===== config.mk =====
export PLATFORM = sky130hd
export DESIGN_NAME = seg_serial_tx
export DESIGN_NICKNAME = d
export VERILOG_FILES = /design/src/rtl/seg_serial_tx.sv
export SDC_FILE = /design/constraint.sdc
export NUM_CORES = 1
export LEC_CHECK = 0
export ABC_AREA = 1
export CAP_MARGIN = 20
export CORE_MARGIN = 3
export CORE_UTILIZATION = 35
export CTS_BUF_LIST = sky130_fd_sc_hd__clkbuf_4 sky130_fd_sc_hd__clkbuf_8 sky130_fd_sc_hd__clkbuf_16
export CTS_CLUSTER_DIAMETER = 30
export CTS_CLUSTER_SIZE = 25
export DETAILED_ROUTE_END_ITERATION = 6
export GPL_TIMING_DRIVEN = 0
export HOLD_SLACK_MARGIN = 0.1
export PLACE_DENSITY = 0.54
export SYNTH_ARGS = -nofsm -noshare
export SYNTH_HDL_FRONTEND = slang
export SYNTH_SLANG_ARGS = --single-unit

===== constraint.sdc =====
create_clock -name clk -period 4.35 [get_ports clk]
set_input_delay 0.87 -clock clk [delete_from_list [all_inputs] [get_ports clk]]
set_output_delay 0.87 -clock clk [all_outputs]
set_load 0.1 [all_outputs]

===== src/rtl/seg_serial_tx.sv =====
// seg_serial_tx: serial transmitter for the 8-digit seven-segment board.
// Accepts a 64-bit segment frame over a valid/ready handshake. It shifts the
// frame MSB-first into the 74HC595 chain on SEGCLK/SEGOUT, then strobes SEGEN
// to latch it.
//
// Optional feature: define SEG_SKIP_SAME_EN to skip re-sending a frame that
// is identical to the last completed one.
//
// Ports:
//   clk          system clock
//   RSTN         synchronous active-low reset
//   frame_valid  sender has a frame on frame_data
//   frame_data   64-bit segment frame, bit 63 shifted first
//   frame_ready  block can accept a frame (IDLE only)
//   SEGCLK       shift clock to the chain
//   SEGOUT       serial data, stable while SEGCLK is high
//   SEGEN        latch strobe, active-high, one CLK_DIV-wide pulse per frame
//   SEGCLR       chain clear, active-low
//   busy         high in any state other than IDLE and CLR
//   frame_done   one-cycle pulse on the last cycle of LATCH (or of SKIP)
module seg_serial_tx #(
    parameter int unsigned CLK_DIV = 4,
    parameter int unsigned CLR_CYC = 16
) (
    input  logic        clk,
    input  logic        RSTN,
    input  logic        frame_valid,
    input  logic [63:0] frame_data,
    output logic        frame_ready,
    output logic        SEGCLK,
    output logic        SEGOUT,
    output logic        SEGEN,
    output logic        SEGCLR,
    output logic        busy,
    output logic        frame_done
);

    localparam int unsigned FRAME_W = 64;
    localparam int unsigned CNT_W   = 8;
    localparam int unsigned BIT_W   = 6;

    typedef enum logic [2:0] {
        ST_CLR,
        ST_IDLE,
        ST_SHIFT_LO,
        ST_SHIFT_HI,
        ST_LATCH,
        ST_SKIP
    } state_e;

    state_e             state_q, state_d;
    logic [CNT_W-1:0]   cnt_q, cnt_d;
    logic [BIT_W-1:0]   bit_q, bit_d;
    logic [FRAME_W-1:0] shift_q, shift_d;

    logic seg_clk_q, seg_clk_d;
    logic seg_out_q, seg_out_d;
    logic seg_en_q, seg_en_d;
    logic seg_clr_q, seg_clr_d;
    logic ready_q, ready_d;
    logic busy_q, busy_d;
    logic done_q, done_d;

`ifdef SEG_SKIP_SAME_EN
    logic [FRAME_W-1:0] last_frame_q, last_frame_d;
    logic               last_valid_q, last_valid_d;
`endif

    // Next-state, counters and next registered outputs
    always_comb begin
        state_d = state_q;
        cnt_d   = cnt_q;
        bit_d   = bit_q;
        shift_d = shift_q;
`ifdef SEG_SKIP_SAME_EN
        last_frame_d = last_frame_q;
        last_valid_d = last_valid_q;
`endif

        unique case (state_q)
            ST_CLR: begin
                if (cnt_q == '0) begin
                    state_d = ST_IDLE;
                    cnt_d   = CNT_W'(CLK_DIV - 1);
                end else begin
                    cnt_d = cnt_q - CNT_W'(1);
                end
            end
            ST_IDLE: begin
                if (frame_valid && ready_q) begin
                    cnt_d = CNT_W'(CLK_DIV - 1);
`ifdef SEG_SKIP_SAME_EN
                    if (last_valid_q && (frame_data == last_frame_q)) begin
                        state_d = ST_SKIP;
                    end else begin
                        state_d = ST_SHIFT_LO;
                        shift_d = frame_data;
                        bit_d   = '0;
                    end
`else
                    state_d = ST_SHIFT_LO;
                    shift_d = frame_data;
                    bit_d   = '0;
`endif
                end
            end
            ST_SHIFT_LO: begin
                if (cnt_q == '0) begin
                    state_d = ST_SHIFT_HI;
                    cnt_d   = CNT_W'(CLK_DIV - 1);
                end else begin
                    cnt_d = cnt_q - CNT_W'(1);
                end
            end
            ST_SHIFT_HI: begin
                if (cnt_q == '0) begin
                    // Rotate so that the original frame is back in place after 64 bits
                    shift_d = {shift_q[FRAME_W-2:0], shift_q[FRAME_W-1]};
                    bit_d   = bit_q + BIT_W'(1);
                    cnt_d   = CNT_W'(CLK_DIV - 1);
                    state_d = (bit_q == BIT_W'(FRAME_W - 1)) ? ST_LATCH : ST_SHIFT_LO;
                end else begin
                    cnt_d = cnt_q - CNT_W'(1);
                end
            end
            ST_LATCH: begin
                if (cnt_q == '0) begin
                    state_d = ST_IDLE;
`ifdef SEG_SKIP_SAME_EN
                    last_frame_d = shift_q;
                    last_valid_d = 1'b1;
`endif
                end else begin
                    cnt_d = cnt_q - CNT_W'(1);
                end
            end
            ST_SKIP: begin
                state_d = ST_IDLE;
            end
            default: begin
                state_d = ST_CLR;
                cnt_d   = CNT_W'(CLR_CYC);
            end
        endcase

        // Outputs are a function of the next state so they register cleanly
        seg_clk_d = (state_d == ST_SHIFT_HI);
        seg_out_d = ((state_d == ST_SHIFT_LO) || (state_d == ST_SHIFT_HI)) ?
                    shift_d[FRAME_W-1] : 1'b0;
        seg_en_d  = (state_d == ST_LATCH);
        seg_clr_d = (state_d != ST_CLR);
        ready_d   = (state_d == ST_IDLE);
        busy_d    = (state_d != ST_IDLE) && (state_d != ST_CLR);
        done_d    = ((state_d == ST_LATCH) && (cnt_d == '0)) || (state_d == ST_SKIP);
    end

    // State and output registers; reset aborts any frame in flight
    always_ff @(posedge clk) begin
        if (!RSTN) begin
            state_q   <= ST_CLR;
            cnt_q     <= CNT_W'(CLR_CYC);
            bit_q     <= '0;
            shift_q   <= '0;
            seg_clk_q <= 1'b0;
            seg_out_q <= 1'b0;
            seg_en_q  <= 1'b0;
            seg_clr_q <= 1'b0;
            ready_q   <= 1'b0;
            busy_q    <= 1'b0;
            done_q    <= 1'b0;
`ifdef SEG_SKIP_SAME_EN
            last_frame_q <= '0;
            last_valid_q <= 1'b0;
`endif
        end else begin
            state_q   <= state_d;
            cnt_q     <= cnt_d;
            bit_q     <= bit_d;
            shift_q   <= shift_d;
            seg_clk_q <= seg_clk_d;
            seg_out_q <= seg_out_d;
            seg_en_q  <= seg_en_d;
            seg_clr_q <= seg_clr_d;
            ready_q   <= ready_d;
            busy_q    <= busy_d;
            done_q    <= done_d;
`ifdef SEG_SKIP_SAME_EN
            last_frame_q <= last_frame_d;
            last_valid_q <= last_valid_d;
`endif
        end
    end

    assign frame_ready = ready_q;
    assign SEGCLK      = seg_clk_q;
    assign SEGOUT      = seg_out_q;
    assign SEGEN       = seg_en_q;
    assign SEGCLR      = seg_clr_q;
    assign busy        = busy_q;
    assign frame_done  = done_q;

endmodule


======== Word-level counts from Yosys, hierarchy flattened ========
Cells that the tools add are included.
word-level totals
  output and inout port bits .............. 7
  register bits after elaboration ......... 88
operators by class
  multiplexer cells ....................... 16
  reductions and logical operators ........ 14
  equality and inequality tests ........... 14
  add/sub/neg operators ................... 2
operator list
  kind                 count
  $mux 64              2
  $pmux 64 s2          1
  $pmux 8 s4           1
  $mux 8               3
  $logic_not 8->1      2
  $mux 3               5
  $pmux 3 s5           1
  $eq 3x2->1 const B   4
  $eq 3x3->1 const B   4
  $mux 6               2
  $pmux 6 s2           1
  $sub 8x1->8 const B  1
  $add 6x1->6 const B  1
  $eq 3x1->1 const B   2
  $eq 6x6->1 const B   1
  $ne 2x2->1 const B   2
  $logic_and 1x1->1    3
  $logic_not 3->1      1
  $ne 3x1->1 const B   1
  $reduce_and 3->1     1
  $reduce_bool 3->1    1
  $reduce_or 3->1      1
  $logic_or 1x1->1     2
  $reduce_and 2->1     1
  other kinds (2)      2

======== Depth between registers and ports, before layout ========
  depth after elaboration ................. 7
  gate-level depth with buffers ........... 13

======== Least setup slack after synthesis ========
OpenSTA, ideal clock, no wires.
  path kind ............................... reg-to-reg
  from .................................... register ready_q (netlist: frame_ready)
  to ...................................... register shift_q[0]
  setup time .............................. 0.132 ns
  period minus slack after synthesis ...... 2.101 ns
  slack ................................... 2.249 ns
  path buffers ............................ 2
  required time ........................... 4.218 ns
  cell stages (with the launch flop) ...... 10
  arrival ................................. 1.969 ns
  path through ............................ dfxtp_1 nand3_1 nor2_2 inv_2 nand2_2 inv_2 buf_6 buf_6 nand2_1 a31oi_1
between the ends
  word-level cells in the longest chain between the ends .. 3
RTL lines
  item                               RTL line  RTL
  start, declared                    60        logic ready_q, ready_d;
  start signal, assigned             184       ready_q <= ready_d;
  $logic_and 1x1->1                  90        if (frame_valid && ready_q) begin
  $ne 2x2->1 (no source line)        n/a
  $reduce_and 3->1 (no source line)  n/a
  end signal, assigned               179       shift_q <= shift_d;
  end, declared                      54        logic [FRAME_W-1:0] shift_q, shift_d;
Every way passes these cells.
A chain may end at the register's enable or synchronous reset.

======== Final worst setup path ========
  from .................................... register ready_q (netlist: frame_ready)
  to ...................................... output frame_ready
RTL lines
  item           RTL line  RTL
  end, declared  29        output logic frame_ready,
No word-level cell between the ends.

==> metrics.json <==
{
  "timing": {
    "final_min_period_over_clock_period_pct": 63.0,
    "final.min_clock_period_ns": 2.74,
    "grt_setup_unrepaired": "no",
    "final-setup-viol-count": 0,
    "timing.setup.tns_ns": 0,
    "worst_slew_margin_rel_pct": 34.5,
    "report.final.slew_viol_count": 0,
    "worst_pin_slew_ns": 0.979,
    "hold_violations": 0,
    "clock.fmax_mhz": 365,
    "finClkSkew_ns": 0.0103,
    "worst_hold_slack_ns": 0.481
  },
  "grt": {
    "gr-usage-all-layers_pct": 16.1,
    "global_route.peak_usage_layer": "met2",
    "grt_max_degree": 17,
    "antenna_violations_before_repair": 0,
    "number_of_global_route_vias_before_repair": 3624,
    "grt-ovfl-total": 0,
    "grt_pass1_wl_um": 17000,
    "gr-usage-met2_pct": 25.9,
    "grt_use_met1_pct": 21.9,
    "met3_usage_pct": 3.32
  },
  "clock_network": {
    "clock-root-buffer": "sky130_fd_sc_hd__clkbuf_8",
    "clkSlewWorstSetupHoldPaths_ns": 0.10,
    "cts-root-to-sink-buffers": 2,
    "cts_tree": "done",
    "numCtsBuffers": 9,
    "clk-insertion-delay-late_ns": 0.35,
    "post_cts_hold_buffer_count": 0,
    "clock-sinks": 88,
    "post_cts_resize_count": 0,
    "post_cts.repair.setup_buffers": 0,
    "cts-htree-levels": 3
  },
  "yosys": {
    "synth_top_cell_by_area": "sky130_fd_sc_hd__dfxtp_1",
    "synth_seq_area_share_pct": 44.9,
    "syn-num-nets": 600,
    "synthesis.instances": 530,
    "synth_largest_type_area_fraction_pct": 44.9,
    "synth.top_cells.by_area": "sky130_fd_sc_hd__dfxtp_1, sky130_fd_sc_hd__nand2_1, sky130_fd_sc_hd__a31oi_1",
    "netlist_area_mm2": 0.00392,
    "yosys_register_bits": 88,
    "synth.distinct_cells": 32,
    "number_of_warnings_reported_in_the_yosys_synthesis_log": 0,
    "post_synth.cell_area_avg_um2": 7.40
  },
  "power_and_ir_drop": {
    "power.leakage_nw": 1.80,
    "power_frac_seq_pct": 43.1,
    "cellPowerDensity_mw_per_mm2": 401,
    "total_switching_power_mw": 0.649,
    "switching_share_pct": 32.0,
    "power.total_mw": 2.03,
    "comb_power_share_pct": 24.3,
    "worst_ir_drop_vdd_mv": 0.192,
    "internal_power_mw": 1.38,
    "share_clk_of_total_power_pct": 32.6
  },
  "setup_path": {
    "cp-end-kind": "output pin",
    "path_class": "reg -> out",
    "critPathTopFamily": "buffers and inverters",
    "timing.critical_path.cells": "clkdlybuf4s50_1",
    "required_ns": 3.48,
    "worstPathArrival_ns": 1.87,
    "startpoint_type": "flop",
    "critical-path-slowest-cell": "sky130_fd_sc_hd__clkdlybuf4s50_1",
    "cpPeakStageDelay_ns": 1.15,
    "critical_path_buf_inv_count": 1,
    "largest_fanout_on_the_critical_path": 3
  },
  "run": {
    "timing.max_cap.violations": 0
  },
  "worst_hold_path": {
    "timing.hold.worst.class": "reg -> reg"
  },
  "finish": {
    "nNetsFinal": 683,
    "post-route-cell-area_mm2": 0.00505,
    "synthToLayoutAreaGrowth_pct": 28.8,
    "antennaDiodeCount": 0,
    "layout-drive-gt1-share_pct": 10.5,
    "n_fill_cell": 1115,
    "finish.utilization_pct": 46.4
  },
  "floorplan": {
    "placeableCoreArea_mm2": 0.0109,
    "chipHeight_um": 112,
    "fp.dieArea_mm2": 0.0125,
    "num_io_pins": 74,
    "floorplan.initialDensity_pct": 36.0,
    "fp-row-count": 38,
    "die_x_um": 112
  },
  "placement": {
    "placed_cell_area_mm2": 0.00482,
    "placement.io_buffers": 72,
    "dp_hpwl_um": 7230,
    "place_congestion": 0.782
  },
  "detailed_routing": {
    "first_iter_violations": 173,
    "via_per_inst": 5.09,
    "detail_route.first_pass.iterations": 5,
    "finalWirelength_um": 9950,
    "routed_wire_length_per_instance_um": 13.1,
    "drt_drc_violations_left": 0,
    "antenna_violating_nets_post_route": 0,
    "via_count": 3860
  },
  "outcome": {
    "status": "complete, no violations"
  }
}
==> area by class of cell <==
| cell class | instances | area, um^2 | share of cell area, % |
|---|---|---|---|
| Sequential cell | 88 | 1760 | 34.9 |
| Inverter | 23 | 86.3 | 1.71 |
| Buffer | 36 | 210 | 4.16 |
| Multi-Input combinational cell | 383 | 1860 | 36.9 |
| Timing Repair Buffer | 72 | 721 | 14.3 |
| Clock buffer | 10 | 138 | 2.72 |
| Tap cell | 140 | 175 | 3.47 |
| Clock inverter | 6 | 97.6 | 1.93 |
==> cells in the final DEF (no fill, tap or decap), types with 2 or more instances in the layout <==
master and count:
sky130_fd_sc_hd__nand2_1 166, sky130_fd_sc_hd__dfxtp_1 88, sky130_fd_sc_hd__nand3_1 74, sky130_fd_sc_hd__clkdlybuf4s50_1 72, sky130_fd_sc_hd__a31oi_1 63, sky130_fd_sc_hd__nor2_1 28, sky130_fd_sc_hd__buf_2 21, sky130_fd_sc_hd__inv_1 17
sky130_fd_sc_hd__a21oi_1 14, sky130_fd_sc_hd__clkbuf_8 10, sky130_fd_sc_hd__clkbuf_1 8, sky130_fd_sc_hd__inv_2 6, sky130_fd_sc_hd__buf_6 6, sky130_fd_sc_hd__o21ai_0 5, sky130_fd_sc_hd__nand2_2 4, sky130_fd_sc_hd__nor3_1 4
sky130_fd_sc_hd__nor2_2 3, sky130_fd_sc_hd__nand4_1 3, sky130_fd_sc_hd__ha_1 3, sky130_fd_sc_hd__xnor2_1 2, sky130_fd_sc_hd__xor2_1 2, sky130_fd_sc_hd__inv_6 2, sky130_fd_sc_hd__bufinv_16 2
==> through the flow <==
| step | cells | setup slack, ns |
|---|---|---|
| finish | 758 | 1.61 |
| detailed placement | 742 | 1.73 |
| floorplan | 530 | 2.25 |
| global route | 758 | 1.56 |
| CTS | 758 | 1.59 |
| global placement | 742 | 1.76 |
==> flip-flops by register name, summed over array words and instances (netlist names) <==
name and count:
SEGCLK 1, SEGCLR 1, SEGEN 1, SEGOUT 1, bit_q 6, busy 1
cnt_q 8, frame_done 1, frame_ready 1, shift_q 64, state_q 3
==> logic make-up (layout without fill, tap and decap cells) <==
logic type	count (synthesis)	count (layout)	share of synthesized area, %
AOI/OAI and AO/OA	87	87	13.6
and+or+nand+nor	289	289	32.1
DFF	88	88	44.9
xor gates and xnor gates	4	4	0.893
buffers and inverters	59	147	7.56
adders and majority gates	3	3	0.957
==> layer usage <==
layer,wire (um),share of wire [%]
met1,4800,48
met2,4500,45
met3,523,5.3
met4,126,1.3
met5,0,0
==> cell usage after synthesis <==
| library cell | number |
|---|---|
| sky130_fd_sc_hd__a21oi_1 | 14 |
| sky130_fd_sc_hd__a21oi_2 | 1 |
| sky130_fd_sc_hd__a31oi_1 | 63 |
| sky130_fd_sc_hd__a32o_1 | 1 |
| sky130_fd_sc_hd__and3_1 | 1 |
| sky130_fd_sc_hd__buf_2 | 21 |
| sky130_fd_sc_hd__buf_4 | 1 |
| sky130_fd_sc_hd__buf_6 | 6 |
| sky130_fd_sc_hd__clkbuf_1 | 8 |
| sky130_fd_sc_hd__dfxtp_1 | 88 |
| sky130_fd_sc_hd__ha_1 | 3 |
| sky130_fd_sc_hd__inv_1 | 17 |
| sky130_fd_sc_hd__inv_2 | 6 |
| sky130_fd_sc_hd__nand2_1 | 166 |
| sky130_fd_sc_hd__nand2_2 | 4 |
| sky130_fd_sc_hd__nand2_4 | 1 |
| sky130_fd_sc_hd__nand3_1 | 74 |
| sky130_fd_sc_hd__nand4_1 | 3 |
| sky130_fd_sc_hd__nor2_1 | 28 |
| sky130_fd_sc_hd__nor2_2 | 3 |
| sky130_fd_sc_hd__nor2_4 | 1 |
| sky130_fd_sc_hd__nor2_8 | 1 |
| sky130_fd_sc_hd__nor3_1 | 4 |
| sky130_fd_sc_hd__nor3_2 | 1 |
| sky130_fd_sc_hd__nor3b_2 | 1 |
| sky130_fd_sc_hd__o21ai_0 | 5 |
| sky130_fd_sc_hd__o21ai_1 | 1 |
| sky130_fd_sc_hd__o21bai_1 | 1 |
| sky130_fd_sc_hd__o31ai_2 | 1 |
| sky130_fd_sc_hd__or2_2 | 1 |
| sky130_fd_sc_hd__xnor2_1 | 2 |
| sky130_fd_sc_hd__xor2_1 | 2 |
==> path summary, 6_finish.rpt <==
| kind | startpoint | end | slack (ns) | cells past startpoint |
|---|---|---|---|---|
| worst max-delay path | frame_ready | frame_ready | 1.61 | 1 |
| worst min-delay path | shift_q[51] | shift_q[51] | 0.48 | 2 |
| worst max register to register | cnt_q[0] | frame_done | 2.17 | 13 |
| worst min register to register | shift_q[51] | shift_q[51] | 0.48 | 2 |
==> power by group through the flow <==
| stage | Combinational (mW) | Clock, mW | Sequential, mW |
|---|---|---|---|
| 2_1_floorplan | 0.314 | 0 | 0.920 |
| 3_3_place_gp | 0.489 | 0 | 0.894 |
| 3_5_place_dp | 0.492 | 0 | 0.893 |
| 4_1_cts | 0.495 | 0.676 | 0.875 |
| 5_1_grt | 0.547 | 0.716 | 0.880 |
| 6_report | 0.492 | 0.662 | 0.875 |
Power figures use the tool's default switching activity.
